--- config.mk ---
export PLATFORM = sky130hd
export DESIGN_NAME = multiplier_iterative_param
export DESIGN_NICKNAME = d
export VERILOG_FILES = /design/src/rtl/mul_pkg.sv /design/src/rtl/mul_digit_step.sv /design/src/rtl/multiplier_iterative_param.sv
export SDC_FILE = /design/constraint.sdc
export NUM_CORES = 1
export LEC_CHECK = 0
export ABC_AREA = 1
export BUFFER_PORTS_ARGS = -buffer_cell sky130_fd_sc_hd__buf_2
export CAP_MARGIN = 10
export CORE_ASPECT_RATIO = 0.9
export CORE_MARGIN = 2
export CORE_UTILIZATION = 69
export DETAILED_ROUTE_END_ITERATION = 10
export PLACE_DENSITY = 0.88
export SYNTH_ARGS = -nofsm -noshare
export SYNTH_HDL_FRONTEND = slang
export SYNTH_SLANG_ARGS = --single-unit
--- constraint.sdc ---
create_clock -name clk -period 8 [get_ports clk]
set_input_delay 0.4 -clock clk [delete_from_list [all_inputs] [get_ports clk]]
set_output_delay 0.4 -clock clk [all_outputs]
set_load 0.01 [all_outputs]
--- src/rtl/mul_pkg.sv ---
// mul_pkg: shared FSM state type and iteration-count helper for the iterative multiplier
package mul_pkg;
   typedef enum logic [1:0] {IDLE, BUSY, DONE} mul_state_t;
   function automatic int mul_max_iters(input int width, input int digit);
      return width / digit;
   endfunction
endpackage

--- src/rtl/mul_digit_step.sv ---
// mul_digit_step: adds one multiplier digit times the shifted multiplicand into the accumulator
module mul_digit_step #(
   parameter int WIDTH = 32,
   parameter int DIGIT = 4
) (
   input  logic [2*WIDTH-1:0] acc,
   input  logic [DIGIT-1:0]   digit,
   input  logic [2*WIDTH-1:0] mc,
   output logic [2*WIDTH-1:0] acc_nxt
);
   assign acc_nxt = acc + mc * {{(2*WIDTH-DIGIT){1'b0}}, digit};
endmodule

--- src/rtl/multiplier_iterative_param.sv ---
// multiplier_iterative_param: handshaked digit-serial signed/unsigned multiplier with early exit
module multiplier_iterative_param
   import mul_pkg::*;
#(
   parameter int WIDTH = 32,
   parameter int DIGIT = 4
) (
   input  logic               clk,
   input  logic               rst_n,
   input  logic               in_valid,
   output logic               in_ready,
   input  logic               in_signed,
   input  logic [WIDTH-1:0]   a,
   input  logic [WIDTH-1:0]   b,
   output logic               out_valid,
   input  logic               out_ready,
   output logic [2*WIDTH-1:0] r
);
   mul_state_t state, state_nxt;
   logic [WIDTH-1:0] mp, abs_a, abs_b;
   logic [2*WIDTH-1:0] acc, mc, acc_nxt;
   logic neg, accept;

   if (WIDTH < 2 || WIDTH % DIGIT != 0) begin : g_bad_params
      $fatal(1, "multiplier_iterative_param: WIDTH must be >= 2 and a multiple of DIGIT");
   end

   // -(-2^(W-1)) wraps to 2^(W-1), which is the correct unsigned magnitude
   assign abs_a = (in_signed && a[WIDTH-1]) ? -a : a;
   assign abs_b = (in_signed && b[WIDTH-1]) ? -b : b;

   mul_digit_step #(.WIDTH(WIDTH), .DIGIT(DIGIT)) u_step (
      .acc    (acc),
      .digit  (mp[DIGIT-1:0]),
      .mc     (mc),
      .acc_nxt(acc_nxt)
   );

   // handshake and next-state decode; a DONE-cycle accept skips the IDLE bubble
   always_comb begin
      in_ready  = (state == IDLE) || (state == DONE && out_ready);
      accept    = in_valid && in_ready;
      out_valid = (state == DONE);
      state_nxt = state;
      case (state)
         IDLE:    state_nxt = accept ? BUSY : IDLE;
         BUSY:    state_nxt = (mp == '0) ? DONE : BUSY;
         DONE:    state_nxt = accept ? BUSY : (out_ready ? IDLE : DONE);
         default: state_nxt = IDLE;
      endcase
   end

   // state register
   always_ff @(posedge clk or negedge rst_n) begin
      if (!rst_n) state <= IDLE;
      else        state <= state_nxt;
   end

   // datapath: load magnitudes on accept, retire one digit per BUSY cycle, apply sign at the end
   always_ff @(posedge clk or negedge rst_n) begin
      if (!rst_n) begin
         mp  <= '0;
         mc  <= '0;
         acc <= '0;
         neg <= 1'b0;
         r   <= '0;
      end else if (accept) begin
         mp  <= abs_a;
         mc  <= {{WIDTH{1'b0}}, abs_b};
         acc <= '0;
         neg <= in_signed && (a[WIDTH-1] ^ b[WIDTH-1]);
      end else if (state == BUSY && mp != '0) begin
         acc <= acc_nxt;
         mp  <= mp >> DIGIT;
         mc  <= mc << DIGIT;
      end else if (state == BUSY) begin
         r <= neg ? -acc : acc;
      end
   end
endmodule

Word-level counts from Yosys, hierarchy flattened

Index checks and enable logic that the tools add are counted.

Multiply operators: 1
Muxes and demuxes: 14
Eq/ne operators: 2
Add/subtract/negate cells: 4
Reductions and logical operators: 12
Bitwise logic cells: 3

Operator list:

| operator                                      | number |
|---|---|
| two-way mux 64 bit                            | 5 |
| two-way mux 32 bit                            | 4 |
| adder 64 bit                                  | 1 |
| multiplier 64 x 4 -> 64 bit                   | 1 |
| negation 32 bit                               | 2 |
| negation 64 bit                               | 1 |
| logical NOT 32 bit                            | 1 |
| nonzero test 32 bit                           | 1 |
| logical AND 1 bit                             | 6 |
| two-way mux 2 bit                             | 3 |
| case mux 2 bit (3 select lines)               | 1 |
| AND reduction 3 bit                           | 1 |
| == test 2 x 1 -> 1 bit, second input constant | 1 |
| == test 2 bit, second input constant          | 1 |
| logical NOT 2 bit                             | 1 |
| NOT 1 bit                                     | 2 |
| nonzero test 2 bit                            | 1 |
| logical OR 1 bit                              | 1 |
| two-way mux 1 bit                             | 1 |
| XOR 1 bit                                     | 1 |

Flip-flop bits (word level): 227
Logic and storage cells: 42
Bits of input ports: 69
Output and inout port bits: 66

Depth between registers and ports, before layout

Gate-level depths: netlist (run 1).

Depth after elaboration: 6
Depth in mapped cells: 23
Mapped depth without buffers: 21

By module

A second synthesis (run 1) with hierarchy kept.

Cell total of the unflattened synthesis: 4139
Area total of the unflattened synthesis: 25943.6 um^2

Modules (own cells, without submodules):

| module                     | area an instance (um^2) | instances | cells an instance | seq. area each (um^2) |
|---|---|---|---|---|
| multiplier_iterative_param | 13341.5                 | 1         | 1911              | 5680.4 |
| mul_digit_step             | 12602.1                 | 1         | 2228              | 0.0 |

Least setup slack after synthesis (run 1)

No wires, ideal clock.

Path type: flip-flop to flip-flop
Start: register mp[1]
End: register acc[60]
Buffers on the path: 2
Period minus slack after synthesis: 4.005 ns
Setup time: 0.118 ns
Arrival: 3.887 ns
Data required time: 7.882 ns
Slack: 3.995 ns
Cell stages (with the launch flop): 22
Cell sequence: dfrtp_1 -> clkbuf_1 -> clkbuf_1 -> nand2_1 -> inv_1 -> fa_1 -> fa_1 -> inv_1 -> fa_1 -> inv_1 -> ha_1 -> nand2_1 -> nor2_1 -> inv_1 -> nor3_1 -> nand2_1 -> nor3_1 -> nand2_1 -> nand2_1 -> nand2_1 -> nand3_1 -> nand2_1

Longest elaborated chain between the ends: 4
Elaborated cells between the ends (all ways): 7
Classes of those cells: add/sub: 1; mul: 1; mux: 2; reduce/logical: 3

RTL lines:

| element                     | line                             | RTL |
|---|---|---|
| from (decl)                 | multiplier_iterative_param.sv:20 | `logic [WIDTH-1:0] mp, abs_a, abs_b;` |
| from (signal assigned)      | multiplier_iterative_param.sv:68 | `mp <= abs_a;` |
| from (signal assigned)      | multiplier_iterative_param.sv:74 | `mp <= mp >> DIGIT;` |
| multiplier 64 x 4 -> 64 bit | mul_digit_step.sv:11             | `assign acc_nxt = acc + mc * {{(2*WIDTH-DIGIT){1'b0}}, digit};` |
| adder 64 bit                | mul_digit_step.sv:11             |  |
| two-way mux 64 bit          | multiplier_iterative_param.sv:72 | `end else if (state == BUSY && mp != '0) begin` |
| two-way mux 64 bit          | multiplier_iterative_param.sv:67 | `end else if (accept) begin` |
| to (signal assigned)        | multiplier_iterative_param.sv:73 | `acc <= acc_nxt;` |
| to (decl)                   | multiplier_iterative_param.sv:21 | `logic [2*WIDTH-1:0] acc, mc, acc_nxt;` |

Several ways; a longest one is shown, not always the timed one. The select of a mux whose other input is x is not followed.
A chain may end at the register's enable or synchronous reset.

Final worst setup path (run 1)

Start: register mp[2]
End: register acc[43]

Same word-level chain as after synthesis.

==> flow_metrics.env, run 1 <==
export IMPL_utilization_pct=75.27
export IMPL_ff2ff_setup_slack_ns=2.86
export IMPL_route_vias_total=25950
export IMPL_dpl_cell_area_um2=26360
export IMPL_post_drt_via_cell_ratio=5.531
export IMPL_synthesis_nets=4441
export IMPL_yosys_register_bits=227
export IMPL_grt_pass1_wl_um=126200
export IMPL_crit_family="adder cells"
export IMPL_initial_core_util_pct=70.22
export IMPL_die_area_um2=38450
export IMPL_synth_edf_count=0
export IMPL_num_rows=66
export IMPL_crit_path_start_kind="flip-flop"
export IMPL_synth_async_reset_ratio_pct=100.0
export IMPL_clock_fmax_mhz=194.5
export IMPL_grtUsageTotal_pct=42.20
export IMPL_finalCriticalPeriod_ns=5.141
export IMPL_gp_congestion=1.076
export IMPL_crit_cells=20
export IMPL_cp_arrival_ns=5.60
export IMPL_ys_warn_count=0
export IMPL_finalCritPeriodShare_pct=64.26
export IMPL_cap_viol_max_count=0
export IMPL_cp_max_fo=33
export IMPL_rsz0062_at_grt="false"
export IMPL_worstSetupEndpoint="acc[43]"
export IMPL_crit_required_ns=8.46
export IMPL_fp_dieH_um=186.2
export IMPL_r2r_end="acc[43]"
export IMPL_slowest_delay_ns=0.73
export IMPL_hold_violations=0
export IMPL_relSlewSlack_pct=23.69
export IMPL_dieWidth_um=206.5
export IMPL_core_area_um2=36250
export IMPL_cp_slowest_cell="dfrtp_2"
export IMPL_hpwl_um=62380
export IMPL_grt_max_degree=115
export IMPL_nNetsFinal=4516
export IMPL_cts_buffers=27
export IMPL_cts_tree="done"
export IMPL_synthFlopType="dfrtp_1"
export IMPL_setup_viol=0
export IMPL_min_path_type="in2reg"
export IMPL_cp_num_buf_inv=5
export IMPL_ys_types=42
export IMPL_crit_reg2reg_launch="mp[2]"
export IMPL_critPathKind="reg2reg"
export IMPL_fin_setup_tns_ns=0
export IMPL_cts_num_sinks=227
export IMPL_cts_root_buffer="clkbuf_16"
export IMPL_num_io_pins=135
export IMPL_drt_iter0_drc=3244
export IMPL_drc=0
export IMPL_crit_top_cell="nand2_1"
export IMPL_cts_clk_slew_worst_paths_ns=0.07
export IMPL_fin_skew_ns=0.04645
export IMPL_crit_start="mp[2]"
export IMPL_crit_path_cell_trace="buf_4, nand2_1, inv_1, fa_1, fa_1, inv_1, fa_1, inv_1, ha_1, nand2_1, nor2_1, inv_1, nor3_1, nand3_1, nand2_1, nand2_1, nand2_1, nand2_1, nand3_1, nand2_1"
export IMPL_rr_worst_depth=20
export IMPL_routedWlPerCell_um=16.95
export IMPL_grt_pass1_vias=24270
export IMPL_grt_overflow_total=0
export IMPL_wirelength_um=79500
export IMPL_drive_gt1_share_pct=5.718
export IMPL_n_antenna_cell=0
export IMPL_clk_insertion_delay_late_ns=0.59
export IMPL_dr_pass1_iters=8
export IMPL_cts_buffer_depth=3
export IMPL_synth_cells=4120
export IMPL_final_max_slew_viol_count=0
export IMPL_htreeDepth=1
export IMPL_hold_slack_ns=0.04191
export IMPL_syn_area_um2=25460
export IMPL_area_delta_synth_final_pct=7.191
export IMPL_design_area_um2=27290
export IMPL_antenna_left=0
export IMPL_ys_seq_area_share_pct=22.31
export IMPL_port_buffers=134
export IMPL_cts_resized=0
export IMPL_end_kind="flip-flop"
export IMPL_worst_slew_pin_transition_ns=1.142
export IMPL_syn_avg_cell_area_um2=6.179
export IMPL_antenna_found_initial=0
export IMPL_status="finished clean"
## cells by family after synthesis
group,after synthesis,share of synthesized area [%]
AO/OA/AOI/OAI,262,5.883
XOR/XNOR,58,1.995
AND/OR/NAND/NOR,2235,35.55
flip-flops,227,22.31
buffers and inverters,1086,16.51
adder cells (fa/ha/maj),252,17.75
## synth_stat cells, types with 8 or more instances
cell	number	area (um2)
nor4_1	9	56.30
o22ai_1	36	225.2
nand3b_1	8	60.06
nor3_1	38	190.2
clkbuf_1	43	161.4
dfrtp_1	227	5680
o21ai_0	93	465.5
o21ai_1	19	95.09
buf_4	11	82.58
nand3_1	273	1366
fa_1	182	3643
inv_1	981	3682
nand4_1	47	294.0
buf_1	15	56.30
ha_1	70	875.8
xor2_1	44	385.4
o21ai_2	22	192.7
xnor2_1	14	122.6
o211ai_1	11	82.58
nor2_1	302	1134
nand2_1	1534	5758
buf_2	26	130.1
a21oi_1	69	345.3
## sequential cells by signal, summed over array words and instances (netlist names)
name   cells
acc       64
mc        64
r         64
mp        32
state      2
neg        1
## worst min-delay path by stage
stage                     startpoint       end  slack [ns]  depth (start not counted)
after floorplan                rst_n    acc[0]        0.10                          0
after global placement          r[1]      r[1]        0.46                          2
after detailed placement       r[58]     r[58]        0.46                          2
after CTS                  out_ready  state[1]        0.04                          2
after global routing       out_ready  state[1]        0.06                          2
final                      out_ready  state[1]        0.04                          2
## through the flow
stage | cells | worst slack [ns]
after floorplan | 4120 | 3.995
after global placement | 4641 | 2.985
after detailed placement | 4641 | 2.948
after CTS | 4691 | 2.940
after global routing | 4691 | 2.589
final | 4691 | 2.859
## layout make-up
class	count	area, um2
clock buffer	36	759.5
clock inverter	13	156.4
fill	2908	8965
inverter	984	3694
multi-input combinational	2807	15600
sequential	227	5687
tap	476	595.6
timing repair buffer	148	800.8
## repair_timing
action                    in CTS  in global routing
hold endpoints to repair     113                  0
hold buffers                   1                  0
buffers inserted               0                  0
## routing by layer
metal  track usage [%]  vias up  wire [um]
li1                  -    12370          -
met1             58.57    11880      32590
met2             65.22     1459      34340
met3             9.721      229       9286
met4             14.77        0       3286
met5                 0        -          0
## cell usage in the layout (no fill, tap or decap), types with 11 or more instances in the layout
cell type  instances
o211ai_1          11
nand3_1          273
inv_1            981
nor3_1            38
xor2_1            44
ha_1              70
nand4_1           47
clkbuf_16         27
dfrtp_1          222
buf_4             12
nand2_1         1533
a21oi_1           69
o21ai_2           22
xnor2_1           14
nor2_1           302
o21ai_1           19
buf_2            133
fa_1             182
o22ai_1           36
o21ai_0           93
Power of run 1 is not shown: default switching activity piles up to over one toggle a cycle in this logic, so the estimate is an artifact.
==> run 2, diff against run 1 <==
ABC_AREA = 0   (was 1)
CORE_UTILIZATION = 63   (was 69)
PLACE_DENSITY = 0.82   (was 0.88)
clock period = 5 ns   (was 8 ns; I/O delays follow)
==> flow_metrics.env, run 2 <==
export IMPL_setup_viol=0
export IMPL_die_area_um2=35510
export IMPL_status="finished clean"
export IMPL_synth_async_reset_ratio_pct=100.0
export IMPL_utilization_pct=77.15
export IMPL_worst_slew_pin_transition_ns=1.027
export IMPL_gp_congestion=0.9727
export IMPL_final_cell_mix="inv_1 (316), nand2_1 (271), and2_1 (235)"
export IMPL_dr_pass1_iters=6
export IMPL_largestRegisters="acc x64, mc x64, r x64"
export IMPL_min_path_type="in2reg"
export IMPL_final_max_slew_viol_count=0
export IMPL_antenna_left=0
export IMPL_instances_no_fill=3311
export IMPL_place_ws_ns=-0.4689
export IMPL_area_delta_synth_final_pct=21.38
export IMPL_rr_worst_depth=19
export IMPL_cts_root_buffer="clkbuf_16"
export IMPL_finalCriticalPeriod_ns=4.958
export IMPL_crit_required_ns=5.39
export IMPL_crit_path_start_kind="flip-flop"
export IMPL_p_leak_nw=12.32
export IMPL_port_buffers=134
export IMPL_htreeDepth=1
export IMPL_synthFlopType="dfrtp_1"
export IMPL_yosys_register_bits=227
export IMPL_relSlewSlack_pct=31.54
export IMPL_clock_fmax_mhz=201.7
export IMPL_worst_slack_ns=0.04246
export IMPL_finalCritPeriodShare_pct=99.15
export IMPL_p_per_area_nw_per_um2=789.5
export IMPL_clk_insertion_delay_late_ns=0.57
export IMPL_fp_dieH_um=179.0
export IMPL_ir_drop_mv=0.4729
export IMPL_grt_pass1_wl_um=99040
export IMPL_synth_top_cell_by_area="dfrtp_1"
export IMPL_hold_violations=0
export IMPL_cp_max_fo=8
export IMPL_route_vias_total=19450
export IMPL_cts_buffers=26
export IMPL_dieWidth_um=198.4
export IMPL_synth_top_area_share_pct=26.51
export IMPL_drc=0
export IMPL_synth_area_leaders="dfrtp_1 (27%), fa_1 (17%), and2_1 (7.0%)"
export IMPL_nNetsFinal=3152
export IMPL_synth_commonest_cells="inv_1 (322), nand2_1 (276), and2_1 (240)"
export IMPL_cp_arrival_ns=5.35
export IMPL_grt_overflow_total=0
export IMPL_post_drt_via_cell_ratio=5.875
export IMPL_synthesis_nets=2874
export IMPL_cts_tree="done"
export IMPL_num_rows=64
export IMPL_ys_seq_area_share_pct=26.51
export IMPL_drt_iter0_drc=1629
export IMPL_synth_edf_count=0
export IMPL_syn_area_um2=21430
export IMPL_final_common_cell="inv_1"
export IMPL_routedWlPerCell_um=18.97
export IMPL_grt_max_degree=130
export IMPL_grt_pass1_vias=18890
export IMPL_grtUsageTotal_pct=35.51
export IMPL_power_w=0.02053
export IMPL_hpwl_um=47270
export IMPL_rsz0062_at_grt="true"
export IMPL_ys_warn_count=0
export IMPL_cts_num_sinks=227
export IMPL_hold_depth=3
export IMPL_ys_types=75
export IMPL_syn_avg_cell_area_um2=8.393
export IMPL_yosysMostFrequentCell="inv_1"
export IMPL_fin_skew_ns=0.03460
export IMPL_synth_cells=2553
export IMPL_wirelength_um=62820
export IMPL_cts_clk_slew_worst_paths_ns=0.06
export IMPL_drive_gt1_share_pct=20.29
export IMPL_initial_core_util_pct=63.56
export IMPL_cap_viol_max_count=0
export IMPL_end_kind="flip-flop"
export IMPL_cts_buffer_depth=3
export IMPL_critPathKind="reg2reg"
export IMPL_num_io_pins=135
export IMPL_antenna_found_initial=1
export IMPL_post_place_cells=3230
export IMPL_core_area_um2=33710
## run 2: changes by cell type after synthesis, moves of 35 or more
cell      change
and2_1      +238
clkbuf_1     +79
inv_1       -659
nand2_1    -1258
nand3_1     -145
nor2_1      -210
o21ai_0     +113
o31ai_1      +35
xnor2_1      +99
## run 2: layout make-up
type | instances | area (um2)
clock buffer | 36 | 748.2
fill | 2385 | 7704
timing repair buffer | 384 | 2724
clock inverter | 9 | 137.6
tap | 462 | 578.1
antenna | 1 | 2.502
multi-input combinational | 1869 | 14920
inverter | 323 | 1212
sequential | 227 | 5685
## run 2: final timing paths
path	to	from	slack (ns)
max in group asynchronous	mp[3]	rst_n	3.44
min in group asynchronous	r[50]	rst_n	0.31
setup / recovery	acc[40]	mp[1]	0.04
setup reg to reg	acc[40]	mp[1]	0.04
hold reg to reg	r[24]	r[24]	0.47
hold / removal	mp[29]	a[29]	0.02
## run 2: metrics by stage
| stage | instance area (um2) | TNS (ns) | hold WS [ns] |
|---|---|---|---|
| 3_5_place_dp | 23900 | -3.431 | 0.3297 |
| 5_1_grt | 26010 | -0.6222 | 0.02803 |
| 2_1_floorplan | 21450 | -0.009111 | -0.04559 |
| 6_report | 26010 | 0 | 0.01508 |
| 4_1_cts | 25320 | 0 | 0.001322 |
| 3_3_place_gp | 23900 | -1.574 | 0.3191 |
## run 2: critical path, cell delays in order (launching register included)
cell and delay (ns):
dfrtp_2 0.48, buf_12 0.16, and2_1 0.15, fa_1 0.51, fa_1 0.55, inv_1 0.07
fa_1 0.51, inv_1 0.05, ha_1 0.33, and4_4 0.29, nand4_1 0.15, a21oi_2 0.20
buf_4 0.14, o21ai_2 0.07, buf_4 0.16, a21oi_1 0.28, a31oi_1 0.19, o21ai_0 0.25
xnor2_1 0.15, o22ai_1 0.10
## run 2: cells by family (layout without fill, tap and decap cells)
logic type / after synthesis / in the layout / share of synthesized area (%)
AND/OR/NAND/NOR: 881 / 881 / 20.82
AO/OA/AOI/OAI: 556 / 556 / 16.16
buffers and inverters: 457 / 752 / 8.046
adder cells (fa/ha/maj): 252 / 252 / 21.09
flip-flops: 227 / 227 / 26.51
XOR/XNOR: 177 / 177 / 7.235
multiplexers: 3 / 3 / 0.1401
other: 0 / 1 / 0
## run 2: power by group
part / total [W] / switching [W] / internal, W
sequential: 0.00341 / 0.000790 / 0.00262
combinational: 0.0151 / 0.00844 / 0.00669
clock: 0.00199 / 0.000797 / 0.00120
total: 0.0205 / 0.0100 / 0.0105
## run 2: metal layers
| layer | vias to the layer above | share of wire (%) | GRT usage [%] |
|---|---|---|---|
| li1 | 8997 | - | - |
| met1 | 9426 | 45 | 54.24 |
| met2 | 914 | 43 | 53.45 |
| met3 | 114 | 9.1 | 5.587 |
| met4 | 0 | 2.3 | 7.331 |
| met5 | - | 0 | 0 |
## run 2: what timing repair did
item                       4_1_cts  5_1_grt
hold buffers                     8        0
hold endpoints to repair       104        0
pin swaps                       24       89
resized for setup               70      119
setup endpoints to repair       23       28
buffers inserted                10       19
Note: power is estimated with default switching activity, not from simulation.
